**config.mk**
```make
export PLATFORM = sky130hd
export DESIGN_NAME = fp_to_int_converter_flat
export DESIGN_NICKNAME = d
export VERILOG_FILES = /design/src/rtl/fpu_pkg.sv /design/src/rtl/fp_to_int_converter_if.sv /design/src/rtl/fp_to_int_converter_round_sat.sv /design/src/rtl/fp_to_int_converter.sv /design/src/flat_wrapper.sv
export SDC_FILE = /design/constraint.sdc
export NUM_CORES = 1
export LEC_CHECK = 0
export ABC_AREA = 1
export CAP_MARGIN = 25
export CORE_UTILIZATION = 24
export DETAILED_ROUTE_END_ITERATION = 6
export MAX_ROUTING_LAYER = met4
export PLACE_DENSITY = 0.49
export SYNTH_ARGS = -nofsm -noshare
export SYNTH_HDL_FRONTEND = slang
export SYNTH_SLANG_ARGS = --single-unit
```
**constraint.sdc**
```tcl
create_clock -name clk -period 6 [get_ports clk]
set_input_delay 0.9 -clock clk [delete_from_list [all_inputs] [get_ports clk]]
set_output_delay 0.9 -clock clk [all_outputs]
set_load 0.02 [all_outputs]
```
**src/rtl/fpu_pkg.sv**
```systemverilog
// Shared FPU definitions: rounding modes,
// exponent biases and FP->int conversion states.
package fpu_pkg;

  localparam logic [2:0] RM_RNE = 3'b000;
  localparam logic [2:0] RM_RTZ = 3'b001;
  localparam logic [2:0] RM_RDN = 3'b010;
  localparam logic [2:0] RM_RUP = 3'b011;
  localparam logic [2:0] RM_RMM = 3'b100;

  localparam logic [12:0] BIAS_SP = 13'd127;
  localparam logic [12:0] BIAS_DP = 13'd1023;

  typedef enum logic [1:0] {
    CVT_IDLE,
    CVT_SHIFT,
    CVT_ROUND,
    CVT_DONE
  } cvt_state_e;

endpackage

```
**src/rtl/fp_to_int_converter_if.sv**
```systemverilog
// Operand/result handshake bundle for the
// FP->int converter.
interface fp_to_int_converter_if;

  logic        in_valid;
  logic        in_ready;
  logic [63:0] operand;
  logic        is_double_precision;
  logic        is_signed;
  logic        is_64bit_result;
  logic [2:0]  rounding_mode;
  logic        out_valid;
  logic        out_ready;
  logic [63:0] result;
  logic        flag_invalid;
  logic        flag_inexact;

  modport master (
    output in_valid,
    output operand,
    output is_double_precision,
    output is_signed,
    output is_64bit_result,
    output rounding_mode,
    output out_ready,
    input  in_ready,
    input  out_valid,
    input  result,
    input  flag_invalid,
    input  flag_inexact
  );

  modport slave (
    input  in_valid,
    input  operand,
    input  is_double_precision,
    input  is_signed,
    input  is_64bit_result,
    input  rounding_mode,
    input  out_ready,
    output in_ready,
    output out_valid,
    output result,
    output flag_invalid,
    output flag_inexact
  );

endinterface

```
**src/rtl/fp_to_int_converter_round_sat.sv**
```systemverilog
// Rounding, range check and saturation of an
// aligned magnitude into a 32/64-bit integer.
module fp_int_round_sat
  import fpu_pkg::*;
(
  input  logic [63:0] int_part,
  input  logic        guard,
  input  logic        sticky,
  input  logic        sign,
  input  logic        is_nan,
  input  logic        is_ovf,
  input  logic        is_signed,
  input  logic        is_64bit,
  input  logic [2:0]  rounding_mode,
  output logic [63:0] result,
  output logic        flag_invalid,
  output logic        flag_inexact
);

  logic        round_up;
  logic [64:0] mag;
  logic [64:0] pos_lim;
  logic [64:0] neg_lim;
  logic [63:0] sat_pos;
  logic [63:0] sat_neg;
  logic [63:0] twos;
  logic        overflow;

  // Round-increment decision per rounding mode
  always_comb begin
    round_up = 1'b0;
    unique case (1'b1)
      rounding_mode == RM_RNE:
        round_up = guard & (sticky | int_part[0]);
      rounding_mode == RM_RMM:
        round_up = guard;
      rounding_mode == RM_RUP:
        round_up = (guard | sticky) & ~sign;
      rounding_mode == RM_RDN:
        round_up = (guard | sticky) & sign;
      default:
        round_up = 1'b0;
    endcase
  end

  // Limits, saturation and final result select
  always_comb begin
    mag = {1'b0, int_part} + {64'd0, round_up};
    if (is_64bit) begin
      pos_lim = is_signed ? {2'b00, {63{1'b1}}}
                          : {1'b0, {64{1'b1}}};
      neg_lim = is_signed ? {2'b01, 63'd0} : 65'd0;
      sat_pos = is_signed ? {1'b0, {63{1'b1}}}
                          : {64{1'b1}};
      sat_neg = is_signed ? {1'b1, 63'd0} : 64'd0;
    end else begin
      pos_lim = is_signed ? {34'd0, {31{1'b1}}}
                          : {33'd0, {32{1'b1}}};
      neg_lim = is_signed ? {34'd1, 31'd0} : 65'd0;
      sat_pos = is_signed ? {33'd0, {31{1'b1}}}
                          : {64{1'b1}};
      sat_neg = is_signed ? {{33{1'b1}}, 31'd0}
                          : 64'd0;
    end
    overflow = sign ? (mag > neg_lim)
                    : (mag > pos_lim);
    twos = sign ? (64'd0 - mag[63:0]) : mag[63:0];
    flag_invalid = is_nan | is_ovf | overflow;
    flag_inexact = (guard | sticky) & ~flag_invalid;
    if (is_nan)
      result = sat_pos;
    else if (flag_invalid)
      result = sign ? sat_neg : sat_pos;
    else if (is_64bit)
      result = twos;
    else
      result = {{32{twos[31]}}, twos[31:0]};
  end

endmodule

```
**src/rtl/fp_to_int_converter.sv**
```systemverilog
// Multi-cycle FP->int converter: classify,
// align 8 bits/cycle, then round and saturate.
module fp_to_int_converter
  import fpu_pkg::*;
(
  input  logic           clk,
  input  logic           rst_n,
  fp_to_int_converter_if.slave io
);

  cvt_state_e   state_q;
  cvt_state_e   state_d;

  logic [115:0] acc_q;
  logic [6:0]   rem_q;
  logic         sign_q;
  logic         nan_q;
  logic         ovf_q;
  logic         signed_q;
  logic         w64_q;
  logic [2:0]   rm_q;
  logic [63:0]  res_q;
  logic         inv_q;
  logic         inx_q;

  logic         dp;
  logic         sign_f;
  logic [10:0]  exp_f;
  logic [51:0]  frac_f;
  logic         exp_all1;
  logic [12:0]  exp_adj;
  logic [12:0]  e_unb;
  logic         e_neg;
  logic         e_ge64;
  logic [115:0] acc_init;
  logic [6:0]   rem_init;
  logic         go_shift;
  logic         cls_nan;
  logic         cls_ovf;
  logic [3:0]   shamt;

  logic [63:0]  rs_result;
  logic         rs_invalid;
  logic         rs_inexact;

  assign io.in_ready     = (state_q == CVT_IDLE);
  assign io.out_valid    = (state_q == CVT_DONE);
  assign io.result       = res_q;
  assign io.flag_invalid = inv_q;
  assign io.flag_inexact = inx_q;

  assign shamt = (rem_q > 7'd8) ? 4'd8 : rem_q[3:0];

  // Unpack operand and compute unbiased exponent
  always_comb begin
    dp     = io.is_double_precision;
    sign_f = dp ? io.operand[63] : io.operand[31];
    exp_f  = dp ? io.operand[62:52]
                : {3'b000, io.operand[30:23]};
    frac_f = dp ? io.operand[51:0]
                : {io.operand[22:0], 29'd0};
    exp_all1 = dp ? (&exp_f) : (&exp_f[7:0]);
    exp_adj  = (exp_f == 11'd0) ? 13'd1
                                : {2'b00, exp_f};
    e_unb  = exp_adj - (dp ? BIAS_DP : BIAS_SP);
    e_neg  = e_unb[12];
    e_ge64 = ~e_neg & (e_unb[11:6] != 6'd0);
  end

  // Classify and build the initial accumulator
  always_comb begin
    acc_init = '0;
    rem_init = '0;
    go_shift = 1'b0;
    cls_nan  = 1'b0;
    cls_ovf  = 1'b0;
    if (exp_all1) begin
      cls_nan = (frac_f != 52'd0);
      cls_ovf = (frac_f == 52'd0);
    end else if (exp_f == 11'd0 && frac_f == 52'd0) begin
      acc_init = '0;
    end else if (e_neg) begin
      // magnitude 0; only guard/sticky survive
      acc_init[51] = (e_unb == 13'h1FFF);
      acc_init[50] = (e_unb == 13'h1FFF)
                     ? (|frac_f) : 1'b1;
    end else if (e_ge64) begin
      cls_ovf = 1'b1;
    end else begin
      acc_init = {64'd1, frac_f};
      rem_init = e_unb[6:0];
      go_shift = (e_unb[6:0] != 7'd0);
    end
  end

  // State register
  always_ff @(posedge clk or negedge rst_n) begin
    if (!rst_n)
      state_q <= CVT_IDLE;
    else
      state_q <= state_d;
  end

  // Next-state logic
  always_comb begin
    state_d = state_q;
    unique case (state_q)
      CVT_IDLE:
        if (io.in_valid)
          state_d = go_shift ? CVT_SHIFT : CVT_ROUND;
      CVT_SHIFT:
        if (rem_q <= 7'd8)
          state_d = CVT_ROUND;
      CVT_ROUND:
        state_d = CVT_DONE;
      CVT_DONE:
        if (io.out_ready)
          state_d = CVT_IDLE;
      default:
        state_d = CVT_IDLE;
    endcase
  end

  // Operand capture, alignment and result register
  always_ff @(posedge clk or negedge rst_n) begin
    if (!rst_n) begin
      acc_q    <= '0;
      rem_q    <= '0;
      sign_q   <= 1'b0;
      nan_q    <= 1'b0;
      ovf_q    <= 1'b0;
      signed_q <= 1'b0;
      w64_q    <= 1'b0;
      rm_q     <= '0;
      res_q    <= '0;
      inv_q    <= 1'b0;
      inx_q    <= 1'b0;
    end else begin
      unique case (state_q)
        CVT_IDLE: begin
          if (io.in_valid) begin
            acc_q    <= acc_init;
            rem_q    <= rem_init;
            sign_q   <= sign_f;
            nan_q    <= cls_nan;
            ovf_q    <= cls_ovf;
            signed_q <= io.is_signed;
            w64_q    <= io.is_64bit_result;
            rm_q     <= io.rounding_mode;
          end
        end
        CVT_SHIFT: begin
          acc_q <= acc_q << shamt;
          rem_q <= rem_q - {3'b000, shamt};
        end
        CVT_ROUND: begin
          res_q <= rs_result;
          inv_q <= rs_invalid;
          inx_q <= rs_inexact;
        end
        default: begin
        end
      endcase
    end
  end

  fp_int_round_sat u_round_sat (
    .int_part      (acc_q[115:52]),
    .guard         (acc_q[51]),
    .sticky        (|acc_q[50:0]),
    .sign          (sign_q),
    .is_nan        (nan_q),
    .is_ovf        (ovf_q),
    .is_signed     (signed_q),
    .is_64bit      (w64_q),
    .rounding_mode (rm_q),
    .result        (rs_result),
    .flag_invalid  (rs_invalid),
    .flag_inexact  (rs_inexact)
  );

endmodule

```
**src/flat_wrapper.sv**
```systemverilog
// flat-port wrapper written by rule: the top's interface ports become plain ports
module fp_to_int_converter_flat import fpu_pkg::*;
  (clk, rst_n, io_in_valid, io_operand, io_is_double_precision, io_is_signed, io_is_64bit_result, io_rounding_mode, io_out_ready, io_in_ready, io_out_valid, io_result, io_flag_invalid, io_flag_inexact);
  fp_to_int_converter_if io_i ();
  input  logic clk;
  input  logic rst_n;
  input wire logic [$bits(io_i.in_valid)-1:0] io_in_valid;
  input wire logic [$bits(io_i.operand)-1:0] io_operand;
  input wire logic [$bits(io_i.is_double_precision)-1:0] io_is_double_precision;
  input wire logic [$bits(io_i.is_signed)-1:0] io_is_signed;
  input wire logic [$bits(io_i.is_64bit_result)-1:0] io_is_64bit_result;
  input wire logic [$bits(io_i.rounding_mode)-1:0] io_rounding_mode;
  input wire logic [$bits(io_i.out_ready)-1:0] io_out_ready;
  output wire logic [$bits(io_i.in_ready)-1:0] io_in_ready;
  output wire logic [$bits(io_i.out_valid)-1:0] io_out_valid;
  output wire logic [$bits(io_i.result)-1:0] io_result;
  output wire logic [$bits(io_i.flag_invalid)-1:0] io_flag_invalid;
  output wire logic [$bits(io_i.flag_inexact)-1:0] io_flag_inexact;
  assign io_i.in_valid = io_in_valid;
  assign io_i.operand = io_operand;
  assign io_i.is_double_precision = io_is_double_precision;
  assign io_i.is_signed = io_is_signed;
  assign io_i.is_64bit_result = io_is_64bit_result;
  assign io_i.rounding_mode = io_rounding_mode;
  assign io_i.out_ready = io_out_ready;
  assign io_in_ready = io_i.in_ready;
  assign io_out_valid = io_i.out_valid;
  assign io_result = io_i.result;
  assign io_flag_invalid = io_i.flag_invalid;
  assign io_flag_inexact = io_i.flag_inexact;
  fp_to_int_converter u_core (.clk(clk), .rst_n(rst_n), .io(io_i));
endmodule
```
==> results.yml, run 1 <==
cts:
  hold_buffers: 0
  clkTransAtPathRegs_ns: 0.09
  clockBufferDepth: 2
  cts.sinks: 199
  numCtsBuffers: 17
  clk_latency_ns: 0.52
  cts-root-buf: "clkbuf_16"
  tritoncts: "built"
  htreeDepth: 4
logic_synthesis:
  post_synth_main_area_contributors: "dfrtp_1, nand2_1, nor2_1"
  ys_types: 54
  synth_top_cell_by_area: "dfrtp_1"
  synthesis.area_um2: 20300
  synth_top_flop_cell: "dfrtp_1"
  yosysSeqAreaShare_pct: 24.5
  synth_edf_count: 0
  synth_cells: 3338
  synth_fp_nets: 3457
  synth_warnings: 0
  synth_seq_cells: 199
  synth_top_area_share_pct: 24.5
  synthArstFlopShare_pct: 100
  avgSynthCellArea_um2: 6.09
critical_path:
  crit_path_max_incr_delay_ns: 0.47
  reg2reg_depth: 32
  start_kind: "flop"
  r2r_end: "u_core.io.result[33]"
  crit_start: "u_core.acc_q[32]"
  r2r_start: "u_core.acc_q[32]"
  worstSetupEndpoint: "u_core.io.result[33]"
  crit_path_frequent_cell: "nand2_1"
  crit_fanout: 55
  required_ns: 6.44
  end_kind: "flop"
  arrival_ns: 6.04
  critPathKind: "flop to flop"
  slowest_stage: "nor4_4"
  ff2ff_setup_slack_ns: 0.41
floorplan:
  design.core.area_um2: 83700
  num_rows: 106
  fp.dieW_um: 293
  io_pins: 142
  dieArea_um2: 85800
  die_h_um: 293
  start_util_pct: 24.3
sta:
  period_needed_ns: 5.59
  final.setup.tns_ns: 0
  finalHoldViolations: 0
  final.period_utilization_pct: 93.2
  worst_slew_pin_slew_ns: 0.960
  setup_violations: 0
  timing.fmax_ghz: 0.179
  slew_viol_final: 0
  finalClockSkew_ns: 0.0137
  slew-limit-headroom_pct: 35.7
global_routing:
  globalRoute.busiestLayer: "met2"
  grt_max_degree: 138
  grt_overflow_total: 0
  track_usage_pct: 20.2
  grtUsageMet1_pct: 27.1
  grtUsageMet3_pct: 2.19
  antenna_found_initial: 1
  grt_pass1_wl_mm: 131
  grt_pass1_vias: 21800
  use_met2_pct: 32.2
cells_and_area:
  n_antenna_cell: 0
  area_growth_pct: 16.5
  nNetsFinal: 3512
  drive_above_1_share_pct: 5.87
route:
  first_pass_iters: 6
  drc: 0
  drtIter0Drc: 1958
  finalWirelength_mm: 85.8
  drt-wirelength-per-cell_um: 18.9
  vias: 22700
  routed_via_density: 5.01
  ant_nets: 0
placement:
  io_buffers: 141
  post-dp-hpwl_mm: 68.0
  gp_congestion: 0.982
power_and_ir_drop:
  swShare_pct: 56.9
  peakVddDrop_mv: 0.266
  seqPwrFrac_pct: 20.0
  power_density_nw_per_um2: 551
  leakagePower_uw: 0.0110
  p_comb_share_pct: 70.8
  power.switching_uw: 7420
  p_int_uw: 5630
  p_clk_share_pct: 9.2
  p_total_uw: 13000
hold_path:
  hold_class: "input port to async pin"
outcome:
  outcome: "finished, final reports clean"
job:
  cap_violations: 0
## worst max-delay path: cells and delay by family (launching register included)
family,cells,cell delay [ns]
AO/OA/AOI/OAI,5,0.85
adder cells (fa/ha/maj),3,0.80
buffers and inverters,4,0.56
flip-flops,1,0.38
AND/OR/NAND/NOR,20,2.90
## final cells by class
| cell class | instances | area [µm²] |
|---|---|---|
| multi-input cells | 2665 | 13600 |
| repair buffers | 204 | 2000 |
| flip-flops and latches | 199 | 4980 |
| well taps | 1134 | 1420 |
| fillers | 9532 | 60000 |
| inverters | 306 | 1150 |
| clock buffers | 18 | 439 |
| clock inverters | 13 | 115 |
## cell usage after synthesis, drive strengths merged (23+ instances only)
| master | number |
|---|---|
| nor2 | 463 |
| nand3 | 194 |
| nor3 | 24 |
| ha | 45 |
| buf | 53 |
| mux2i | 160 |
| clkbuf | 115 |
| o22ai | 82 |
| nand4 | 65 |
| nand2 | 1030 |
| dfrtp | 199 |
| xor2 | 26 |
| a21oi | 103 |
| nor4 | 23 |
| o21ai | 323 |
| inv | 300 |
| a22oi | 46 |
## registers in the layout, summed over array words and instances, names as in the netlist
name	cells
u_core.acc_q	116
u_core.io.result	64
u_core.rem_q	7
u_core.rm_q	3
u_core.state_q	2
u_core.io.flag_inexact	1
u_core.io.flag_invalid	1
u_core.nan_q	1
u_core.ovf_q	1
u_core.sign_q	1
u_core.signed_q	1
u_core.w64_q	1
## kinds of logic after synthesis
logic type,synth area share (%)
simple gates,37.6
compound gates,16.8
buf+inv,9.05
flops,24.5
mux,7.88
fa+ha+maj,2.77
xor+xnor,1.34
other cells,0.0185
## power groups by stage
stage	sequential (µW)	combinational, µW	clock [µW]
after detailed placement	2620	9100	0
after floorplan	2630	6020	0
after CTS	2600	9130	1230
after global placement	2620	9080	0
after global routing	2690	10300	1270
final	2620	9240	1200
## per-layer routing
layer / wire length (µm) / vias up
li1: - / 11200
met1: 40000 / 10700
met2: 39500 / 771
met3: 4360 / 86
met4: 1940 / 0
met5: 0 / -
## how the worst min path moves through the flow
stage	from	end	depth (start not counted)	slack, ns
global route	rst_n	u_core.io.result[9]	1	0.33
detailed placement	u_core.io.flag_invalid	u_core.io.flag_invalid	1	0.49
global placement	u_core.io.result[19]	u_core.io.result[19]	2	0.50
CTS	rst_n	u_core.io.result[9]	1	0.31
finish	rst_n	u_core.io.result[9]	1	0.29
floorplan	u_core.rm_q[1]	u_core.rm_q[1]	2	0.47
## through the flow
stage | cells | util (%) | hold slack (ns) | setup slack [ns] | cell area (µm²)
2_1_floorplan | 3338 | - | 0.465 | 1.08 | 20300
3_3_place_gp | 4501 | 27.5 | 0.502 | -0.150 | 23000
3_5_place_dp | 4503 | 27.5 | 0.492 | -0.148 | 23000
4_1_cts | 4534 | 28.2 | 0.308 | 0.157 | 23600
5_1_grt | 4539 | 28.3 | 0.334 | -0.0183 | 23700
6_report | 4539 | 28.3 | 0.287 | 0.405 | 23700
## cells in the final DEF (no fill, tap or decap), types with 55 or more instances in the layout
cell type and instances:
nand2_1 1014, nor2_1 428, o21ai_0 319, inv_1 283, dfrtp_1 198, nand3_1 192
mux2i_1 160, clkdlybuf4s50_1 139, a21oi_1 101, o22ai_1 82, nand4_1 65, buf_4 55
## what timing repair did
item,CTS,global route
endpoints found under the setup margin,52,55
gates resized for setup,1,3
pin swaps,0,2
buffers inserted,0,3
No activity file was read; power rests on OpenSTA's default activity.
==> run 2, diff against run 1 <==
==> constraint.sdc (replaced) <==
create_clock -name clk -period 6.8 [get_ports clk]
set_input_delay 1.02 -clock clk [delete_from_list [all_inputs] [get_ports clk]]
set_output_delay 1.02 -clock clk [all_outputs]
set_load 0.02 [all_outputs]
==> run 2 against run 1 <==
  * Global-route usage grew 0.36 points
  * Utilization shrank 0.061 points
  * Sequential power shrank 11%
  * Power shrank 11%
  * Critical path depth shrank 1
  * Fmax shrank 11%
  * Combinational power shrank 12%
  * First-iteration DRC count shrank 0.97%
  * Critical path type unchanged
  * Largest power group unchanged
==> results.yml, run 2 (same netlist as run 1, synthesis figures left out) <==
route:
  vias: 22800
  drt-wirelength-per-cell_um: 19.3
  drtIter0Drc: 1939
  ant_nets: 0
  finalWirelength_mm: 87.3
  routed_via_density: 5.04
  drc: 0
  first_pass_iters: 6
placement:
  post-dp-hpwl_mm: 69.2
  gp_congestion: 0.977
  io_buffers: 141
cells_and_area:
  nNetsFinal: 3501
  largest_reg_flops: 116
  area_growth_pct: 16.3
  layout_common_cells: "nand2_1, nor2_1, o21ai_0"
  final_common_cell: "nand2_1"
  largest_register: "u_core.acc_q"
  n_antenna_cell: 0
  drive_above_1_share_pct: 5.51
  fill_cells: 9628
cts:
  htreeDepth: 4
  clockBufferDepth: 2
  cts-root-buf: "clkbuf_16"
  clk_latency_ns: 0.53
  tritoncts: "built"
  numCtsBuffers: 17
  cts.sinks: 199
  cts_setup_buffers: 0
  clkTransAtPathRegs_ns: 0.09
critical_path:
  crit_path_frequent_cell: "nand2_1"
  r2r_end: "u_core.io.flag_inexact"
  slowest_stage: "nor4_1"
  required_ns: 7.18
  worstSetupEndpoint: "u_core.io.flag_inexact"
  crit_path_max_incr_delay_ns: 0.50
  r2r_start: "u_core.acc_q[2]"
  critPathKind: "flop to flop"
  ff2ff_setup_slack_ns: 0.52
  crit_start: "u_core.acc_q[2]"
  reg2reg_depth: 31
  arrival_ns: 6.66
  start_kind: "flop"
  crit_fanout: 18
  end_kind: "flop"
sta:
  finalClockSkew_ns: 0.0185
  finalHoldViolations: 0
  period_needed_ns: 6.28
  timing.fmax_ghz: 0.159
  worst_slew_pin_slew_ns: 1.07
  final.period_utilization_pct: 92.4
  setup_violations: 0
  rsz0062_at_grt: "false"
  slew_viol_final: 0
  slew-limit-headroom_pct: 28.8
  final.setup.tns_ns: 0
power_and_ir_drop:
  p_total_uw: 11700
  peakVddDrop_mv: 0.241
  power_density_nw_per_um2: 494
  leakagePower_uw: 0.0110
global_routing:
  antenna_found_initial: 1
  grt_overflow_total: 0
  grt_pass1_wl_mm: 132
  track_usage_pct: 20.6
  grt_pass1_vias: 22000
  grt_max_degree: 139
hold_path:
  hold_class: "input port to async pin"
floorplan:
  dieArea_um2: 85800
  design.core.area_um2: 83700
  die_h_um: 293
  io_pins: 142
  start_util_pct: 24.3
  fp.dieW_um: 293
  num_rows: 106
outcome:
  outcome: "finished, final reports clean"
job:
  cap_violations: 0
run 2: changes by cell type in the layout (fill, tap and decap cells not counted), moves of 2 or more:
cell / previous run / this run
clkinv_8: 1 / 6
buf_12: 6 / 2
nor4_1: 20 / 22
buf_4: 55 / 47
bufinv_16: 0 / 3
clkinv_2: 2 / 0
run 2: final cells by class:
| class | instances | area (µm²) | area share [%] |
|---|---|---|---|
| clock buffer | 17 | 425 | 1.80 |
| clock inverter | 15 | 240 | 1.02 |
| inverter | 306 | 1150 | 4.87 |
| multi-input combinational | 2666 | 13600 | 57.4 |
| sequential | 199 | 4980 | 21.1 |
| tap | 1134 | 1420 | 6.00 |
| timing repair buffer | 192 | 1860 | 7.87 |
run 2: critical path: cells and delay by family (launching register included):
kind	cells	cell delay, ns
compound gates	5	1.01
fa+ha+maj	3	0.88
buf+inv	3	0.22
flops	1	0.41
simple gates	20	3.59
run 2: how the worst min path moves through the flow:
stage | startpoint | to | slack (ns) | depth (start not counted)
2_1_floorplan | u_core.rm_q[1] | u_core.rm_q[1] | 0.47 | 2
3_3_place_gp | u_core.io.result[0] | u_core.io.result[0] | 0.50 | 2
3_5_place_dp | u_core.io.result[20] | u_core.io.result[20] | 0.51 | 2
4_1_cts | rst_n | u_core.io.result[10] | 0.41 | 1
5_1_grt | rst_n | u_core.io.result[9] | 0.44 | 1
6_report | rst_n | u_core.io.result[10] | 0.40 | 1
run 2: power by group:
group / switching (µW) / internal (µW) / total (µW) / leakage, µW
registers: 581 / 1740 / 2320 / 0.00240
clock network: 597 / 601 / 1200 / 0.000313
logic: 5480 / 2680 / 8160 / 0.00824
run 2: stage by stage:
step	worst slack (ns)	util [%]	hold WS [ns]	instances	area, µm²
2_1_floorplan	1.88	-	0.465	3338	20300
3_3_place_gp	0.384	27.3	0.499	4493	22900
3_5_place_dp	0.358	27.4	0.510	4495	22900
4_1_cts	0.324	28.2	0.413	4527	23600
5_1_grt	0.182	28.2	0.438	4529	23600
6_report	0.517	28.2	0.402	4529	23600
run 2: per-layer routing:
metal | GRT usage (%) | wire length, µm | vias up
met2 | 32.4 | 40300 | 732
met4 | 5.59 | 1790 | 0
li1 | - | - | 11200
met5 | - | 0 | -
met1 | 27.6 | 40100 | 10800
met3 | 2.75 | 5050 | 79
run 2: what timing repair did:
action,in CTS,in global routing
resized for setup,0,0
hold buffers,0,0
setup endpoints to repair,0,2
